**config.mk**
```make
export PLATFORM = sky130hd
export DESIGN_NAME = sm3_pad_core_pw
export DESIGN_NICKNAME = d
export VERILOG_FILES = /design/src/rtl/sm3_pad_core_pw.sv
export SDC_FILE = /design/constraint.sdc
export NUM_CORES = 1
export LEC_CHECK = 0
export CORE_ASPECT_RATIO = 0.8
export CORE_UTILIZATION = 30
export CTS_CLUSTER_DIAMETER = 30
export DETAILED_ROUTE_END_ITERATION = 8
export GPL_TIMING_DRIVEN = 0
export SLEW_MARGIN = 40
export SYNTH_ARGS = -nofsm -noshare
export SYNTH_HDL_FRONTEND = slang
export SYNTH_SLANG_ARGS = --single-unit
```
**constraint.sdc**
```tcl
create_clock -name clk -period 3.3 [get_ports clk]
set_input_delay 0.33 -clock clk [delete_from_list [all_inputs] [get_ports clk]]
set_output_delay 0.33 -clock clk [all_outputs]
set_load 0.01 [all_outputs]
```
**src/rtl/sm3_pad_core_pw.sv**
```systemverilog
// SM3 message padder: forwards message beats, then appends 0x80, zero fill and
// the 64-bit big-endian bit length, emitting 512-bit blocks on a 32/64-bit bus.
module sm3_pad_core_pw #(
    parameter int INPT_DW   = 32,
    parameter int BYTE_W    = INPT_DW / 8,
    parameter int BLK_BEATS = 512 / INPT_DW,
    parameter int LEN_BEATS = 64 / INPT_DW
) (
    input  logic               clk,
    input  logic               rst_n,
    input  logic [INPT_DW-1:0] msg_inpt_d,
    input  logic [BYTE_W-1:0]  msg_inpt_vld_byte,
    input  logic               msg_inpt_vld,
    input  logic               msg_inpt_lst,
    output logic               msg_inpt_rdy,
    input  logic               pad_otpt_ena,
    output logic [INPT_DW-1:0] pad_otpt_d,
    output logic               pad_otpt_vld,
    output logic               pad_otpt_blk_lst,
    output logic               pad_otpt_lst
);

    localparam int CNT_W = $clog2(BLK_BEATS);
    localparam int POP_W = $clog2(BYTE_W + 1);
    localparam logic [CNT_W-1:0] LEN_IDX  = CNT_W'(BLK_BEATS - LEN_BEATS);
    localparam logic [CNT_W-1:0] LAST_IDX = CNT_W'(BLK_BEATS - 1);
    localparam logic [INPT_DW-1:0] MARK_BEAT = {8'h80, {(INPT_DW - 8){1'b0}}};

    typedef enum logic [2:0] {
        IDLE    = 3'd0,
        DATA    = 3'd1,
        PAD_10  = 3'd2,
        PAD_00  = 3'd3,
        PAD_LEN = 3'd4
    } state_t;

    state_t             state_reg;
    logic [CNT_W-1:0]   beat_cnt_reg;
    logic [60:0]        byte_cnt_reg;
    logic [63:0]        len_shift_reg;
    logic               run_reg;

    logic               advance;
    logic               accept;
    logic               emit;
    logic [POP_W-1:0]   byte_pop;
    logic [60:0]        byte_cnt_next;
    logic [CNT_W-1:0]   beat_idx_next;
    state_t             pad_route;
    logic [INPT_DW-1:0] tail_d;

    // run_reg keeps ready low while reset is held and for the first edge after
    assign advance       = pad_otpt_ena | ~pad_otpt_vld;
    assign msg_inpt_rdy  = run_reg && ((state_reg == IDLE) || (state_reg == DATA)) && advance;
    assign accept        = msg_inpt_vld && msg_inpt_rdy;
    assign emit          = accept || (state_reg == PAD_10) || (state_reg == PAD_00)
                           || (state_reg == PAD_LEN);
    assign beat_idx_next = beat_cnt_reg + CNT_W'(1);
    assign pad_route     = (beat_idx_next == LEN_IDX) ? PAD_LEN : PAD_00;
    assign byte_cnt_next = byte_cnt_reg + 61'(byte_pop);

    always_comb begin
        byte_pop = '0;
        for (int i = 0; i < BYTE_W; i++) begin
            byte_pop = byte_pop + POP_W'(msg_inpt_vld_byte[i]);
        end
    end

    // Final partial beat: keep valid bytes, 0x80 in the first empty lane, zeros after
    genvar gi;
    generate
        for (gi = 0; gi < BYTE_W; gi++) begin : g_lane
            localparam int HI = INPT_DW - 1 - 8 * gi;
            logic lane_vld;
            logic lane_mark;
            assign lane_vld = msg_inpt_vld_byte[BYTE_W-1-gi];
            if (gi == 0) begin : g_head
                assign lane_mark = 1'b1;
            end else begin : g_body
                assign lane_mark = msg_inpt_vld_byte[BYTE_W-gi];
            end
            assign tail_d[HI -: 8] = lane_vld  ? msg_inpt_d[HI -: 8] :
                                     lane_mark ? 8'h80 : 8'h00;
        end
    endgenerate

    always_ff @(posedge clk or negedge rst_n) begin
        if (!rst_n) begin
            state_reg        <= IDLE;
            beat_cnt_reg     <= '0;
            byte_cnt_reg     <= '0;
            len_shift_reg    <= '0;
            run_reg          <= 1'b0;
            pad_otpt_d       <= '0;
            pad_otpt_vld     <= 1'b0;
            pad_otpt_blk_lst <= 1'b0;
            pad_otpt_lst     <= 1'b0;
        end else begin
            run_reg <= 1'b1;
            if (advance) begin
                if (emit) begin
                    pad_otpt_vld     <= 1'b1;
                    pad_otpt_blk_lst <= (beat_cnt_reg == LAST_IDX);
                    pad_otpt_lst     <= 1'b0;
                    beat_cnt_reg     <= beat_idx_next;
                end else begin
                    pad_otpt_vld     <= 1'b0;
                    pad_otpt_blk_lst <= 1'b0;
                    pad_otpt_lst     <= 1'b0;
                end
                case (state_reg)
                    IDLE, DATA: begin
                        if (accept) begin
                            byte_cnt_reg <= byte_cnt_next;
                            if (!msg_inpt_lst) begin
                                pad_otpt_d <= msg_inpt_d;
                                state_reg  <= DATA;
                            end else begin
                                // Length is frozen here; the counter itself clears on return to IDLE
                                len_shift_reg <= {byte_cnt_next, 3'b000};
                                if (&msg_inpt_vld_byte) begin
                                    pad_otpt_d <= msg_inpt_d;
                                    state_reg  <= PAD_10;
                                end else begin
                                    pad_otpt_d <= tail_d;
                                    state_reg  <= pad_route;
                                end
                            end
                        end
                    end
                    PAD_10: begin
                        pad_otpt_d <= MARK_BEAT;
                        state_reg  <= pad_route;
                    end
                    PAD_00: begin
                        pad_otpt_d <= '0;
                        state_reg  <= pad_route;
                    end
                    PAD_LEN: begin
                        pad_otpt_d    <= len_shift_reg[63 -: INPT_DW];
                        len_shift_reg <= len_shift_reg << INPT_DW;
                        if (beat_cnt_reg == LAST_IDX) begin
                            pad_otpt_lst <= 1'b1;
                            byte_cnt_reg <= '0;
                            state_reg    <= IDLE;
                        end
                    end
                    default: state_reg <= IDLE;
                endcase
            end
        end
    end

endmodule

```
-- Yosys cells after proc, flatten, opt, wreduce, memory -nomap -nowiden
Cells that the tools add are included.
- add/subtract/negate cells: 5
- eq/ne operators: 9
- multiplexer cells: 27
- bitwise logic cells: 2
- reduce and logical (&&, ||, !) cells: 18
- operators with widths (operator ; count):
    two-way mux 64 bit ; 2
    one-hot mux 32 bit (4 select lines) ; 1
    one-hot mux 64 bit (2 select lines) ; 1
    two-way mux 61 bit ; 2
    one-hot mux 61 bit (2 select lines) ; 1
    two-way mux 32 bit ; 3
    adder 61 x 3 -> 61 bit ; 1
    two-way mux 8 bit ; 7
    two-way mux 3 bit ; 5
    AND reduction 4 bit ; 3
    one-hot mux 3 bit (3 select lines) ; 1
    == test 4 bit (second input constant) ; 2
    == test 3 x 2 -> 1 bit (second input constant) ; 2
    AND reduction 3 bit ; 2
    adder 4 x 1 -> 4 bit (second input constant) ; 1
    logical OR 1 bit ; 4
    two-way mux 1 bit ; 4
    inequality test 2 bit (second input constant) ; 2
    nonzero test 4 bit ; 1
    OR reduction 2 bit ; 2
    adder 2 x 1 -> 3 bit ; 1
    adder 3 x 1 -> 3 bit ; 1
    == test 3 x 1 -> 1 bit (second input constant) ; 1
    == test 3 bit (second input constant) ; 1
    8 further kinds ; 10
- register bits: 168
- word-level logic and storage cells: 70

-- Logic depth before layout (Yosys ltp)
- depth after elaboration: 9
- gate-level depth with buffers: 13
- depth with buffers taken out: 11

-- Worst setup path after synthesis
No wires, ideal clock.
- kind: in2reg
- start: input port msg_inpt_vld_byte[0]
- end: register byte_cnt_reg[46]
- arrival time: 3.031 ns
- path slack: 0.150 ns
- stages: 12
- path buffers: 1
- cells stage by stage: fa_1 inv_1 fa_1 inv_1 fa_1 and4_1 buf_2 nand4_4 or4b_1 o21ai_0 a21oi_1 a31o_1
- cells in the longest elaborated chain, start to end: 6
- RTL lines (what ; RTL line ; text):
    start, declared ; 12 ; input logic [BYTE_W-1:0] msg_inpt_vld_byte,
    adder 1 x 1 -> 2 bit ; 65 ; byte_pop = byte_pop + POP_W'(msg_inpt_vld_byte[i]);
    adder 2 x 1 -> 3 bit ; 65 ;
    adder 3 x 1 -> 3 bit ; 65 ;
    adder 61 x 3 -> 61 bit ; 60 ; assign byte_cnt_next = byte_cnt_reg + 61'(byte_pop);
    two-way mux 61 bit ; 113 ; if (accept) begin
    one-hot mux 61 bit (2 select lines) ; 111 ; case (state_reg)
    end signal, assigned ; 114 ; byte_cnt_reg <= byte_cnt_next;
    end, declared ; 39 ; logic [60:0] byte_cnt_reg;
No other way between the ends. The select of a mux whose other input is x is not followed.
A chain may end at the register's enable or synchronous reset.

-- Worst setup path in the final report
- start: register beat_cnt_reg[0]
- end: register byte_cnt_reg[10]
- cells in the longest elaborated chain, start to end: 3
- RTL lines (what ; RTL line ; text):
    start, declared ; 38 ; logic [CNT_W-1:0] beat_cnt_reg;
    start signal, assigned ; 105 ; beat_cnt_reg <= beat_idx_next;
    == test 4 bit ; 142 ; if (beat_cnt_reg == LAST_IDX) begin
    inequality test 2 x 1 -> 1 bit (no line) ; - ;
    AND reduction 4 bit (no line) ; - ;
No other way between the ends.

==> impl_metrics.prom <==
# TYPE chip_impl_metric gauge
chip_impl_info{name="outcome",value="complete, no violations"} 1
chip_impl_metric{name="placed_area",unit="mm²"} 0.0107
chip_impl_metric{name="clkSlewWorstSetupHoldPaths",unit="ps"} 70
chip_impl_metric{name="cellLeakagePower",unit="nW"} 4.52
chip_impl_metric{name="fin_skew",unit="ps"} 11.9
chip_impl_metric{name="initial_utilization",unit=""} 0.306
chip_impl_metric{name="timing.critical_path.arrival",unit="ps"} 3470
chip_impl_info{name="worst_setup_path_start_kind",value="register"} 1
chip_impl_info{name="clock-root-buffer",value="sky130_fd_sc_hd__clkbuf_16"} 1
chip_impl_metric{name="fmaxAchievable",unit="MHz"} 318
chip_impl_metric{name="post_route_cells_drive_above_1_share",unit=""} 0.107
chip_impl_metric{name="drv.max_cap_violation_count",unit=""} 0
chip_impl_metric{name="ctsHtreeMaxLevel",unit=""} 4
chip_impl_info{name="critical_path_cell_by_cell",value="ha_1, nand3_1, a2111oi_4, and2_1, nand2_1, buf_2, buf_2, o31ai_1"} 1
chip_impl_metric{name="vdd_ir_drop_max",unit="µV"} 303
chip_impl_info{name="cp_common_cell",value="sky130_fd_sc_hd__buf_2"} 1
chip_impl_metric{name="sequential_fraction_of_the_synthesis_area",unit=""} 0.442
chip_impl_info{name="critical-path-slowest-cell",value="sky130_fd_sc_hd__a2111oi_4"} 1
chip_impl_metric{name="cp_data_required_time",unit="ps"} 3620
chip_impl_metric{name="syn_area_per_cell",unit="µm²"} 8.73
chip_impl_metric{name="grt_antenna_before_repair",unit=""} 0
chip_impl_info{name="critPathCaptureType",value="register"} 1
chip_impl_metric{name="ant_nets",unit=""} 0
chip_impl_metric{name="postSynthNetCount",unit=""} 1118
chip_impl_metric{name="clock_path_buffers",unit=""} 2
chip_impl_metric{name="max_stage_delay",unit="ps"} 590
chip_impl_metric{name="critical_path_buf_inv_count",unit=""} 2
chip_impl_metric{name="antennaDiodeCount",unit=""} 0
chip_impl_metric{name="final_period_minus_worst_setup_slack",unit="ps"} 3140
chip_impl_metric{name="global_route.usage.total",unit=""} 0.221
chip_impl_info{name="cts_tree",value="done"} 1
chip_impl_metric{name="critPathMaxFanout",unit=""} 10
chip_impl_metric{name="post-route-period-util",unit=""} 0.952
chip_impl_info{name="unrepaired_setup_endpoints_after_global_routing",value="no"} 1
chip_impl_metric{name="cts_sinks",unit=""} 165
chip_impl_metric{name="grt_overflow",unit=""} 0
chip_impl_info{name="critical_path_class",value="register to register"} 1
chip_impl_info{name="cp_top_family",value="compound AO/OA/AOI/OAI gates"} 1
chip_impl_metric{name="drc",unit=""} 0
chip_impl_info{name="hold_class",value="input pin to async pin"} 1
chip_impl_metric{name="ys_ff_latch",unit=""} 165
chip_impl_metric{name="timing.final.hold_violations",unit=""} 0
chip_impl_metric{name="io_pins",unit=""} 77
chip_impl_metric{name="post_synth_instance_area",unit="mm²"} 0.00934
chip_impl_metric{name="routedWlPerCell",unit="µm"} 21.5
chip_impl_metric{name="dp.final_hpwl",unit="µm"} 25800
chip_impl_info{name="synthFlopType",value="sky130_fd_sc_hd__dfrtp_1"} 1
chip_impl_metric{name="placed_instance_count",unit=""} 1560
chip_impl_metric{name="num_cts_buffers",unit=""} 17
chip_impl_metric{name="routed_via_density",unit=""} 5.60
chip_impl_metric{name="drt_first_iter_violations",unit=""} 934
chip_impl_metric{name="first_pass_grt_wire_length",unit="µm"} 51700
chip_impl_metric{name="area_enclosed_by_the_die_boundary",unit="mm²"} 0.0319
chip_impl_metric{name="clk-insertion-delay-late",unit="ps"} 450
chip_impl_metric{name="vertical_extent_of_the_die",unit="µm"} 160
chip_impl_metric{name="placeableCoreArea",unit="mm²"} 0.0305
chip_impl_metric{name="number_of_global_route_vias_before_repair",unit=""} 8309
chip_impl_metric{name="area_growth_syn_to_layout",unit="%"} 22.2
chip_impl_metric{name="floorplan.rows",unit=""} 57
chip_impl_metric{name="final-setup-viol-count",unit=""} 0
chip_impl_metric{name="post_synth_num_cell_types",unit=""} 66
chip_impl_metric{name="layout.area.seq",unit="mm²"} 0.00413
chip_impl_metric{name="dr_total_vias",unit=""} 8984
chip_impl_metric{name="place.port_buffers",unit=""} 75
chip_impl_metric{name="multi_input_area",unit="mm²"} 0.00488
chip_impl_metric{name="final-instance-count-excl-fill",unit=""} 1603
chip_impl_metric{name="final.fill_count",unit=""} 3175
chip_impl_metric{name="max-slew-margin-rel",unit=""} 0.438
chip_impl_metric{name="fin_nets",unit=""} 1225
chip_impl_metric{name="synth_edf_count",unit=""} 0
chip_impl_metric{name="power_density",unit="mW/mm²"} 597
chip_impl_metric{name="final-max-slew-violation-count",unit=""} 0
chip_impl_metric{name="synth_cells",unit=""} 1070
chip_impl_metric{name="grt_max_degree",unit=""} 72
chip_impl_metric{name="drtPass1Iterations",unit=""} 5
chip_impl_metric{name="die-width",unit="µm"} 199
chip_impl_metric{name="transition_time_of_the_tightest_slew_check_pin",unit="ps"} 839
chip_impl_metric{name="finalInstanceArea",unit="mm²"} 0.0114
chip_impl_metric{name="yosysWarnings",unit=""} 0
chip_impl_metric{name="post_synth_arst_share",unit=""} 1.00
chip_impl_metric{name="gp_routability_congestion",unit=""} 0.953
chip_impl_metric{name="wirelength",unit="µm"} 34500
[layout by cell type, fill, tap and decap left out, types with 4 or more instances in the layout]
| cell type | instances |
|---|---|
| sky130_fd_sc_hd__nand2_1 | 167 |
| sky130_fd_sc_hd__dfrtp_1 | 165 |
| sky130_fd_sc_hd__o21ai_0 | 161 |
| sky130_fd_sc_hd__clkdlybuf4s50_1 | 71 |
| sky130_fd_sc_hd__nand3_1 | 55 |
| sky130_fd_sc_hd__clkbuf_1 | 46 |
| sky130_fd_sc_hd__a21oi_1 | 45 |
| sky130_fd_sc_hd__o31ai_1 | 41 |
| sky130_fd_sc_hd__buf_2 | 28 |
| sky130_fd_sc_hd__nor2_1 | 28 |
| sky130_fd_sc_hd__a22oi_1 | 28 |
| sky130_fd_sc_hd__nand4_1 | 27 |
| sky130_fd_sc_hd__and3_1 | 26 |
| sky130_fd_sc_hd__xnor2_1 | 24 |
| sky130_fd_sc_hd__xor2_1 | 20 |
| sky130_fd_sc_hd__inv_1 | 18 |
| sky130_fd_sc_hd__nor3_1 | 18 |
| sky130_fd_sc_hd__clkbuf_16 | 17 |
| sky130_fd_sc_hd__and4_1 | 16 |
| sky130_fd_sc_hd__a31oi_1 | 14 |
| sky130_fd_sc_hd__buf_4 | 12 |
| sky130_fd_sc_hd__o21ai_1 | 11 |
| sky130_fd_sc_hd__and2_1 | 8 |
| sky130_fd_sc_hd__a21o_1 | 7 |
| sky130_fd_sc_hd__nor4_4 | 6 |
| sky130_fd_sc_hd__or4_1 | 6 |
| sky130_fd_sc_hd__mux2i_1 | 6 |
| sky130_fd_sc_hd__o211ai_1 | 6 |
| sky130_fd_sc_hd__clkbuf_2 | 5 |
| sky130_fd_sc_hd__or3_1 | 5 |
| sky130_fd_sc_hd__a22o_1 | 5 |
| sky130_fd_sc_hd__clkinv_2 | 5 |
| sky130_fd_sc_hd__nor4_1 | 4 |
| sky130_fd_sc_hd__nor3_2 | 4 |
| sky130_fd_sc_hd__a31o_2 | 4 |
| sky130_fd_sc_hd__nor3b_1 | 4 |
| sky130_fd_sc_hd__or2_2 | 4 |
| sky130_fd_sc_hd__ha_1 | 4 |
| sky130_fd_sc_hd__clkinv_4 | 4 |
[cell families after synthesis]
family	after synthesis	share of synthesized area
xor gates and xnor gates	45	0.0422
muxes	6	0.00643
buffers and inverters	103	0.0474
AOI/OAI and AO/OA	339	0.217
adders and majority gates	7	0.0118
other	1	0.000401
and+or+nand+nor	404	0.232
DFF	165	0.442
[cell usage after synthesis, types with 6 or more instances]
master	n	area share
sky130_fd_sc_hd__mux2i_1	6	0.0064
sky130_fd_sc_hd__a21o_1	7	0.0056
sky130_fd_sc_hd__a21oi_1	46	0.025
sky130_fd_sc_hd__a22oi_1	28	0.022
sky130_fd_sc_hd__or4_1	6	0.0048
sky130_fd_sc_hd__xnor2_1	25	0.023
sky130_fd_sc_hd__buf_2	29	0.016
sky130_fd_sc_hd__clkbuf_1	47	0.019
sky130_fd_sc_hd__nand2_1	167	0.067
sky130_fd_sc_hd__nor2_1	29	0.012
sky130_fd_sc_hd__xor2_1	20	0.019
sky130_fd_sc_hd__nor3_1	18	0.0096
sky130_fd_sc_hd__o211ai_1	6	0.0048
sky130_fd_sc_hd__o21ai_1	11	0.0059
sky130_fd_sc_hd__o21ai_0	161	0.086
sky130_fd_sc_hd__and2_1	8	0.0054
sky130_fd_sc_hd__dfrtp_1	165	0.44
sky130_fd_sc_hd__and3_1	26	0.017
sky130_fd_sc_hd__inv_1	19	0.0076
sky130_fd_sc_hd__o31ai_1	41	0.033
sky130_fd_sc_hd__nand4_1	27	0.018
sky130_fd_sc_hd__nand3_1	55	0.029
sky130_fd_sc_hd__and4_1	16	0.015
sky130_fd_sc_hd__a31oi_1	14	0.0094
sky130_fd_sc_hd__nor4_1	7	0.0047
[metal layers]
| layer | vias to the layer above | part of all wire | GRT usage |
|---|---|---|---|
| met4 | 0 | 0.023 | 0.0661 |
| met1 | 4380 | 0.46 | 0.335 |
| met5 | - | 0 | 0 |
| met3 | 49 | 0.10 | 0.0610 |
| met2 | 433 | 0.41 | 0.298 |
| li1 | 4122 | - | - |
[timing repair]
action / 4_1_cts / 5_1_grt
gates resized for setup: 14 / 10
endpoints found under the hold margin: 31 / 0
cloned: 1 / 0
setup endpoints to repair: 59 / 60
setup buffers: 9 / 0
pin swaps: 7 / 4
hold buffers: 1 / 0
[worst register-to-register path, delay by kind of cell (launching register included)]
family | cells | cell delay (ps)
flip-flops | 1 | 450
buffers and inverters | 2 | 540
AO/OA/AOI/OAI | 2 | 950
AND/OR/NAND/NOR | 3 | 840
adder cells (fa/ha/maj) | 1 | 250
[worst paths after layout]
check | start | endpoint | slack (ps) | depth (start not counted)
worst max-delay path | beat_cnt_reg[0] | byte_cnt_reg[10] | 160 | 8
worst min-delay path | rst_n | pad_otpt_d[19] | 350 | 2
worst max register to register | beat_cnt_reg[0] | byte_cnt_reg[10] | 160 | 8
worst min register to register | pad_otpt_d[25] | pad_otpt_d[25] | 480 | 2
max in group asynchronous | rst_n | byte_cnt_reg[13] | 2290 | 3
min in group clk | msg_inpt_vld_byte[1] | pad_otpt_d[7] | 470 | 5
[report_power, final]
part | internal (mW) | switching [mW]
clock | 1.06 | 0.899
sequential | 2.42 | 0.324
combinational | 0.805 | 1.29
total | 4.29 | 2.52
[layout make-up]
cell class | count | area share
Multi-Input combinational cell | 803 | 0.427
Sequential cell | 165 | 0.362
Timing Repair Buffer | 87 | 0.0765
Tap cell | 413 | 0.0453
Clock buffer | 18 | 0.0385
Buffer | 84 | 0.0332
Clock inverter | 14 | 0.0111
Inverter | 19 | 0.00625
[metrics by stage]
step | util | worst slack, ps | setup TNS [ps] | hold WS (ps) | total power, mW
2_1_floorplan | - | 150 | 0 | 34.4 | 3.78
3_3_place_gp | 0.348 | -5170 | -901240 | 460 | 4.77
3_5_place_dp | 0.350 | -1080 | -49990 | 223 | 4.81
4_1_cts | 0.373 | 21.6 | 0 | 351 | 6.79
5_1_grt | 0.374 | 23.8 | 0 | 377 | 7.16
6_report | 0.374 | 157 | 0 | 350 | 6.81
Note: power is estimated with default switching activity, not from simulation.
